**config.mk**
```make
export PLATFORM = sky130hd
export DESIGN_NAME = prbs_err_window
export DESIGN_NICKNAME = d
export VERILOG_FILES = /design/src/rtl/prbs_err_window.sv
export SDC_FILE = /design/constraint.sdc
export NUM_CORES = 1
export LEC_CHECK = 0
export CORE_AREA = 2 2 39 41
export DETAILED_ROUTE_END_ITERATION = 10
export DIE_AREA = 0 0 41 43
export PLACE_DENSITY_LB_ADDON = 0.05
export SLEW_MARGIN = 20
export SYNTH_ARGS = -nofsm -noshare
export SYNTH_HDL_FRONTEND = slang
export SYNTH_SLANG_ARGS = --single-unit
```
**constraint.sdc**
```tcl
create_clock -name clk -period 2.8 [get_ports clk]
set_input_delay 0.56 -clock clk [delete_from_list [all_inputs] [get_ports clk]]
set_output_delay 0.56 -clock clk [all_outputs]
set_load 0.01 [all_outputs]
```
**src/rtl/prbs_err_window.sv**
```systemverilog
// Error-rate window for the locked checker: counts bits and errors per window
// and raises unlock when too many errors land in one window.
module prbs_err_window #(
    parameter int WINDOW      = 32,
    parameter int UNLOCK_ERRS = 4
) (
    input  logic clk,
    input  logic rst,
    input  logic valid,
    input  logic err,
    input  logic locked,
    output logic unlock
);

    localparam int WB_W = $clog2(WINDOW + 1);
    localparam int WE_W = $clog2(UNLOCK_ERRS + 1);
    localparam logic [WB_W-1:0] WB_LAST = WB_W'(WINDOW - 1);
    localparam logic [WE_W-1:0] WE_LAST = WE_W'(UNLOCK_ERRS - 1);

    logic [WB_W-1:0] r_win_bits;
    logic [WE_W-1:0] r_win_errs;
    logic            w_count;
    logic            w_win_end;

    assign w_count   = valid & locked;
    assign w_win_end = (r_win_bits == WB_LAST);
    // Unlock is checked independently of the window boundary so it wins on the last bit.
    assign unlock    = w_count & err & (r_win_errs == WE_LAST);

    always_ff @(posedge clk or posedge rst) begin
        if (rst) begin
            r_win_bits <= '0;
            r_win_errs <= '0;
        end else if (!locked) begin
            r_win_bits <= '0;
            r_win_errs <= '0;
        end else if (w_count) begin
            if (unlock || w_win_end) begin
                r_win_bits <= '0;
                r_win_errs <= '0;
            end else begin
                r_win_bits <= r_win_bits + 1'b1;
                r_win_errs <= r_win_errs + WE_W'(err);
            end
        end
    end

endmodule

```
Yosys cells after proc, flatten, opt, wreduce, memory -nomap -nowiden
Index checks and enable logic that the tools add are counted.
- bits in latches: 0
- input bits: 5
- bits in writable memories: 0
- memory bits (read-only): 0
- memories kept: 0
- register bits after elaboration: 9
- word-level logic and storage cells: 17
- multipliers: 0
- add/subtract/negate cells: 2
- reductions and logical operators: 1
- bitwise operators: 3
- shifts and indexed selects: 0
- div/mod/pow operators: 0
- multiplexer cells: 6
- equal/unequal tests: 3
- magnitude comparators: 0
- operators by type and width (kind ; count):
    6-bit 2-to-1 mux ; 3
    3-bit 2-to-1 mux ; 3
    6-bit by 1-bit adder with 6-bit output, second input constant ; 1
    6-bit by 5-bit equality test with 1-bit output, second input constant ; 1
    3-bit by 1-bit adder with 3-bit output ; 1
    1-bit bitwise AND ; 3
    3-bit by 2-bit equality test with 1-bit output, second input constant ; 1
    2-bit by 1-bit inequality test with 1-bit output, second input constant ; 1
    1-bit logical OR ; 1

Longest topological paths before layout
Gate-level depths: netlist of the first run.
- word-level depth: 7
- mapped depth: 5

Worst setup path after synthesis of the first run
Ideal clock, no wire load.
- path type: input to output
- start point: in err
- end point: out unlock
- data arrival time: 887 ps
- buffers on the path: 0
- slack: 1353 ps
- cell stages on the path: 2
- path through: nand4b_4 > nor2_1
- cells in the longest elaborated chain, start to end: 2
- RTL lines (what ; line ; RTL):
    start: declaration ; 10 ; input logic err,
    1-bit bitwise AND (2 in a row) ; 28 ; assign unlock = w_count & err & (r_win_errs == WE_LAST);
    end: declaration ; 12 ; output logic unlock
No other way between the ends.

Worst setup path in the final report of the first run
Ends and elaborated chain as after synthesis.

==> results of run 1 <==
-- worst reg2reg max path: stages (launching register included) --
cell and delay (ps):
dfrtp_1 400, ha_1 230, nand2_1 120, o211a_1 280, a22o_1 250
-- per-layer routing --
layer	vias to the layer above	part of all wire, %	GRT usage [%]
li1	206	-	-
met1	201	47	20.7
met2	11	47	21.9
met3	2	4.6	4.71
met4	0	1.1	6.00
met5	-	0	0
-- cell type report --
type | count | area (um^2)
fill | 137 | 754
multi-input combinational | 39 | 300
sequential | 9 | 225
timing repair buffer | 5 | 50.0
clock buffer | 4 | 26.3
tap | 16 | 20.0
inverter | 2 | 7.51
-- placed cells by master, fill, tap and decap left out, types with 2 or more instances in the layout --
cell	count
dfrtp_1	9
nand2_1	8
clkdlybuf4s50_1	5
a22o_1	3
ha_1	3
clkbuf_4	3
nand3b_1	2
o211ai_2	2
nor2b_1	2
nand3_1	2
a31oi_1	2
mux2i_1	2
o211ai_1	2
o21ai_0	2
inv_1	2
-- synth_stat cells --
master,count
a22o_1,3
a22oi_1,1
a2bb2oi_1,1
a31oi_1,2
and2_1,1
buf_6,1
clkbuf_1,1
dfrtp_1,9
ha_1,3
inv_1,2
mux2i_1,2
nand2_1,8
nand2b_1,1
nand3_1,2
nand3_2,1
nand3b_1,2
nand4b_4,1
nor2_1,1
nor2b_1,2
o211a_1,1
o211ai_1,2
o211ai_2,2
o21ai_0,2
or4b_1,1
-- power breakdown --
| part | switching, mW | internal (mW) | total [mW] |
|---|---|---|---|
| registers | 0.00528 | 0.134 | 0.139 |
| clock network | 0.0501 | 0.0551 | 0.105 |
| logic | 0.0142 | 0.0127 | 0.0269 |
-- metrics by stage --
step / hold WS, ps / setup WS, ps / util, % / std cells
finish: 515 / 295 / 45.5 / 75
global route: 539 / 208 / 45.5 / 75
CTS: 515 / 280 / 45.5 / 75
detailed placement: 505 / 302 / 43.6 / 71
global placement: 491 / 310 / 43.6 / 71
floorplan: 388 / 1350 / - / 52
-- state kept, by name, indices dropped and copies added (netlist names) --
| register | count |
|---|---|
| r_win_bits | 6 |
| r_win_errs | 3 |
-- worst min path at each step --
stage                        from       endpoint  slack [ps]  depth (start not counted)
CTS                 r_win_bits[4]  r_win_bits[4]         510                          1
detailed placement  r_win_bits[4]  r_win_bits[4]         510                          1
finish              r_win_bits[4]  r_win_bits[4]         510                          1
floorplan                     rst  r_win_bits[0]         390                          1
global placement    r_win_bits[4]  r_win_bits[4]         490                          1
global route        r_win_bits[4]  r_win_bits[4]         540                          1
-- cells by family after synthesis --
logic type / after synthesis / synth area share, %
AOI/OAI and AO/OA: 14 / 21.0
DFF: 9 / 41.1
adders and majority gates: 3 / 6.85
and+or+nand+nor: 20 / 23.3
buffers and inverters: 4 / 4.11
muxes: 2 / 3.65
==> flow_metrics.tcl, run 1 <==
set metrics [dict create \
    regToRegEndpoint "r_win_bits[1]" \
    end_kind "primary output" \
    post_cts_buffers 0 \
    portBuffers 5 \
    finalWirelength_um 1050 \
    hp-class "reg -> reg" \
    synth_top_area_share_pct 41.1 \
    antenna_found_initial 0 \
    setup_tns_ps 0 \
    outcome "completed" \
    cts_tree "built" \
    clk_latency_ps 260 \
    fmax_mhz 399 \
    worst-path-buf-inv 2 \
    vias_per_cell 5.60 \
    first_pass_iters 4 \
    r2r_setup_slack_ps 1410 \
    avgSynthCellArea_um2 10.5 \
    crit_required_ps 2240 \
    finalHoldViolCount 0 \
    fin_nets 68 \
    drv_cap 0 \
    num_rows 14 \
    p_leak_nw 0.297 \
    synth.yosys.seq_area_share_pct 41.1 \
    ant_nets 0 \
    peakVddDrop_uv 177 \
    cts.sinks 9 \
    cp.depth 4 \
    startpoint_type "input port" \
    gp_congestion 0.760 \
    r2r_start "r_win_bits[0]" \
    drv_slew 0 \
    overflow 0 \
    grt_pass1_wl_um 1780 \
    numCtsBuffers 3 \
    grt_max_degree 11 \
    yosysWarnings 0 \
    die_w_um 41 \
    grt_pass1_vias 408 \
    clock-root-buffer "clkbuf_4" \
    start_util_pct 39.6 \
    routedWlPerCell_um 14.0 \
    synth_area_leaders "dfrtp_1 (41%), ha_1 (6.8%), nand2_1 (5.5%)" \
    critPathCapture "unlock" \
    syn_area_um2 548 \
    startpoint "err" \
    ys_seq_elements 9 \
    crit_top_cell "clkdlybuf4s50_1" \
    syn_nets 60 \
    design.core.area_um2 1380 \
    final_area_um2 629 \
    postSynthCellCount 52 \
    yosysUniqueCellTypes 24 \
    die_h_um 43 \
    min_period_over_period_pct 89.5 \
    drcViolationCount 0 \
    crit_arrival_ps 1950 \
    critPathMaxStageDelay_ps 540 \
    cts_max_level 1 \
    dp_hpwl_um 781 \
    clk_path_buf_depth 2 \
    diodes 0 \
    initialDrtViolationCount 9 \
    grt_usage_pct 15.2 \
    skew_ps 0.371 \
    area_growth_pct 14.8 \
    path_max_fanout 8 \
    ioPinCount 6 \
    critPathSlowestCell "clkdlybuf4s50_1" \
    worst_pin_slew_ps 672 \
    totalPowerFinal_mw 0.272 \
    ctsResizeCount 0 \
    cp_cell_sequence "clkdlybuf4s50_1, nand4b_4, nor2_1, clkdlybuf4s50_1" \
    drive_gt1_share_pct 11.9 \
    synth_area_leader_cell "dfrtp_1" \
    final.min_clock_period_ps 2510 \
    placed_area_um2 603 \
    worstSetupPathType "in -> out" \
    hold_buffers 0 \
    dr_total_vias 420 \
    max_slew_margin_pct 55.1 \
    die-area_um2 1760 \
    rsz0062_at_grt "no" \
    reg2reg_depth 4 \
    clkSlewWorstSetupHoldPaths_ps 60 \
    setup_viol 0 \
    power_density_nw_per_um2 432 \
    cpLargestDelayFamily "buffers and inverters" \
]
(Power assumes the default switching activity.)
==> inputs of run 2 (changes only) <==
ABC_AREA = 1   (was default)
==> flow_metrics.tcl, run 2 <==
set metrics [dict create \
    outcome "completed" \
    final.min_clock_period_ps 2440 \
    mostFrequentLayoutCell "nand2_1" \
    drive_gt1_share_pct 21.1 \
    peakVddDrop_uv 284 \
    die_h_um 43 \
    synth_area_leader_cell "dfrtp_1" \
    drv_slew 0 \
    pre_cts_ws_ps 345 \
    largest_reg_flops 6 \
    yosysMostFrequentCell "nand2_1" \
    drcViolationCount 0 \
    cts_tree "built" \
    critPathSlowestCell "clkdlybuf4s50_1" \
    hold_start "r_win_bits[1]" \
    drv_cap 0 \
    finalWirelength_um 877 \
    top_regs "r_win_bits (6), r_win_errs (3)" \
    num_rows 14 \
    worst-path-buf-inv 3 \
    hold_buffers 0 \
    crit_arrival_ps 1880 \
    dp_hpwl_um 708 \
    antenna_found_initial 0 \
    p_sw_share_pct 24.2 \
    power_switching_mw 0.0650 \
    ctsResizeCount 0 \
    syn_nets 70 \
    power_density_nw_per_um2 410 \
    startpoint_type "input port" \
    hold_end "r_win_bits[1]" \
    synth_top_area_share_pct 40.2 \
    postSynthCellCount 62 \
    clk_path_buf_depth 2 \
    clock-root-buffer "clkbuf_4" \
    setup_viol 0 \
    rsz0062_at_grt "no" \
    end_kind "primary output" \
    diodes 0 \
    portBuffers 5 \
    ys_seq_elements 9 \
    worst_pin_slew_ps 320 \
    clk_latency_ps 260 \
    totalPowerFinal_mw 0.269 \
    synth_ff_type "dfrtp_1" \
    avgSynthCellArea_um2 9.04 \
    hp-class "reg -> reg" \
    min_period_over_period_pct 87.0 \
    internal-power_mw 0.204 \
    synth-edff-count 0 \
    cts.sinks 9 \
    p_leak_nw 0.302 \
    grt_usage_pct 14.2 \
    final_cell_mix "nand2_1 (15), inv_1 (9), dfrtp_1 (9), o21ai_2 (6), clkdlybuf4s50_1 (5)" \
    synth-async-reset-ratio_pct 100 \
    gp_congestion 0.692 \
    setup_tns_ps 0 \
    fmax_mhz 410 \
    synth_common_cells "nand2_1 (15), dfrtp_1 (9), inv_1 (9), o21ai_2 (6), nor2_1 (4)" \
    seqCellArea_um2 225 \
    pwr-share-clk_pct 36.2 \
    synth_area_leaders "dfrtp_1 (40%), nand2_1 (10%), o21ai_2 (9.4%)" \
    area_growth_pct 17.2 \
    crit_top_cell "clkdlybuf4s50_1" \
    skew_ps 4.44 \
    nFillCells 152 \
    fin_nets 80 \
    crit_required_ps 2240 \
    grt_pass1_wl_um 1670 \
    grt_pass1_vias 404 \
    largest_register "r_win_bits" \
    syn_area_um2 561 \
    initialDrtViolationCount 9 \
    fin_ws_ps 363 \
    yosysWarnings 0 \
    clkSlewWorstSetupHoldPaths_ps 60 \
    grt_max_degree 10 \
    multiInputGateArea_um2 298 \
    r2r_setup_slack_ps 1490 \
    numCtsBuffers 3 \
    ioPinCount 6 \
    ant_nets 0 \
    regToRegEndpoint "r_win_bits[0]" \
    synth.yosys.seq_area_share_pct 40.2 \
    path_max_fanout 4 \
    reg2reg_depth 6 \
    routedWlPerCell_um 10.1 \
    overflow 0 \
    post_cts_buffers 0 \
    start_util_pct 40.5 \
    pwr-share-seq_pct 51.5 \
    vias_per_cell 4.66 \
    first_pass_iters 2 \
    design.core.area_um2 1380 \
    yosysUniqueCellTypes 20 \
    finalHoldViolCount 0 \
    cp_cell_sequence "clkdlybuf4s50_1, nand2_1, inv_1, nand2_4, nor2_1, clkdlybuf4s50_1" \
    cts_max_level 1 \
    die-area_um2 1760 \
    die_w_um 41 \
    cpLargestDelayFamily "buffers and inverters" \
    r2r_start "r_win_bits[0]" \
    critPathMaxStageDelay_ps 530 \
    pwr-share-comb_pct 12.3 \
    min_path_cells 2 \
    worstSetupPathType "in -> out" \
    dr_total_vias 405 \
    max_slew_margin_pct 78.6 \
]
## run 2: changes by cell type in the layout (fill, tap and decap cells not counted), sizes merged, moves of 3 or more
cell	before	now
nand2	8	17
inv	2	9
o21ai	2	8
nor2	1	6
o211ai	4	0
a22o	3	0
## run 2: area by class of cell
cell class	count	area share [%]
multi-input combinational	43	45.3
sequential	9	34.3
tap	16	3.05
clock buffer	4	4.00
timing repair buffer	5	7.62
inverter	10	5.71
## run 2: worst max-delay path by stage
stage	from	to	depth (start not counted)
floorplan	err	unlock	4
global placement	err	unlock	6
detailed placement	err	unlock	6
CTS	err	unlock	6
global route	err	unlock	6
finish	err	unlock	6
## run 2: metal layers
metal | up-vias | part of all wire (%) | global-route usage, %
li1 | 217 | - | -
met1 | 182 | 48 | 19.5
met2 | 4 | 48 | 19.7
met3 | 2 | 1.9 | 3.14
met4 | 0 | 1.4 | 8.00
met5 | - | 0 | 0
## run 2: kinds of logic (layout without fill, tap and decap cells)
group / after synthesis / count (layout) / synth area share, %
flops: 9 / 9 / 40.2
buf+inv: 10 / 19 / 6.70
xor+xnor: 3 / 3 / 4.69
fa+ha+maj: 3 / 3 / 6.70
simple gates: 27 / 27 / 25.2
mux: 1 / 1 / 4.02
compound gates: 9 / 9 / 12.5
## run 2: power by group through the flow
stage | Clock [mW] | Sequential [mW] | Combinational (mW)
2_1_floorplan | 0 | 0.140 | 0.0231
3_3_place_gp | 0 | 0.141 | 0.0345
3_5_place_dp | 0 | 0.141 | 0.0341
4_1_cts | 0.104 | 0.138 | 0.0345
5_1_grt | 0.111 | 0.139 | 0.0385
6_report | 0.0974 | 0.138 | 0.0331
## run 2: worst reg2reg max path, cell delays in order (launching register included)
cell and delay [ps]:
dfrtp_1 430, ha_1 240, nand2_1 110, nor2_2 50, nand2_2 80, nand3_4 150, mux2i_4 160
## run 2: metrics by stage
step                util, %  cell area [um^2]  hold WS [ps]  cells
floorplan                 -               561           388     62
global placement       45.6               631           500     83
detailed placement     45.6               631           505     83
CTS                    47.5               657           521     87
global route           47.5               657           555     87
finish                 47.5               657           523     87
==> inputs of run 3 (changes only) <==
CTS_CLUSTER_DIAMETER = 40   (was default)
==> results of run 3 <==
Final layout, timing and power as in run 2 (identical DEF).
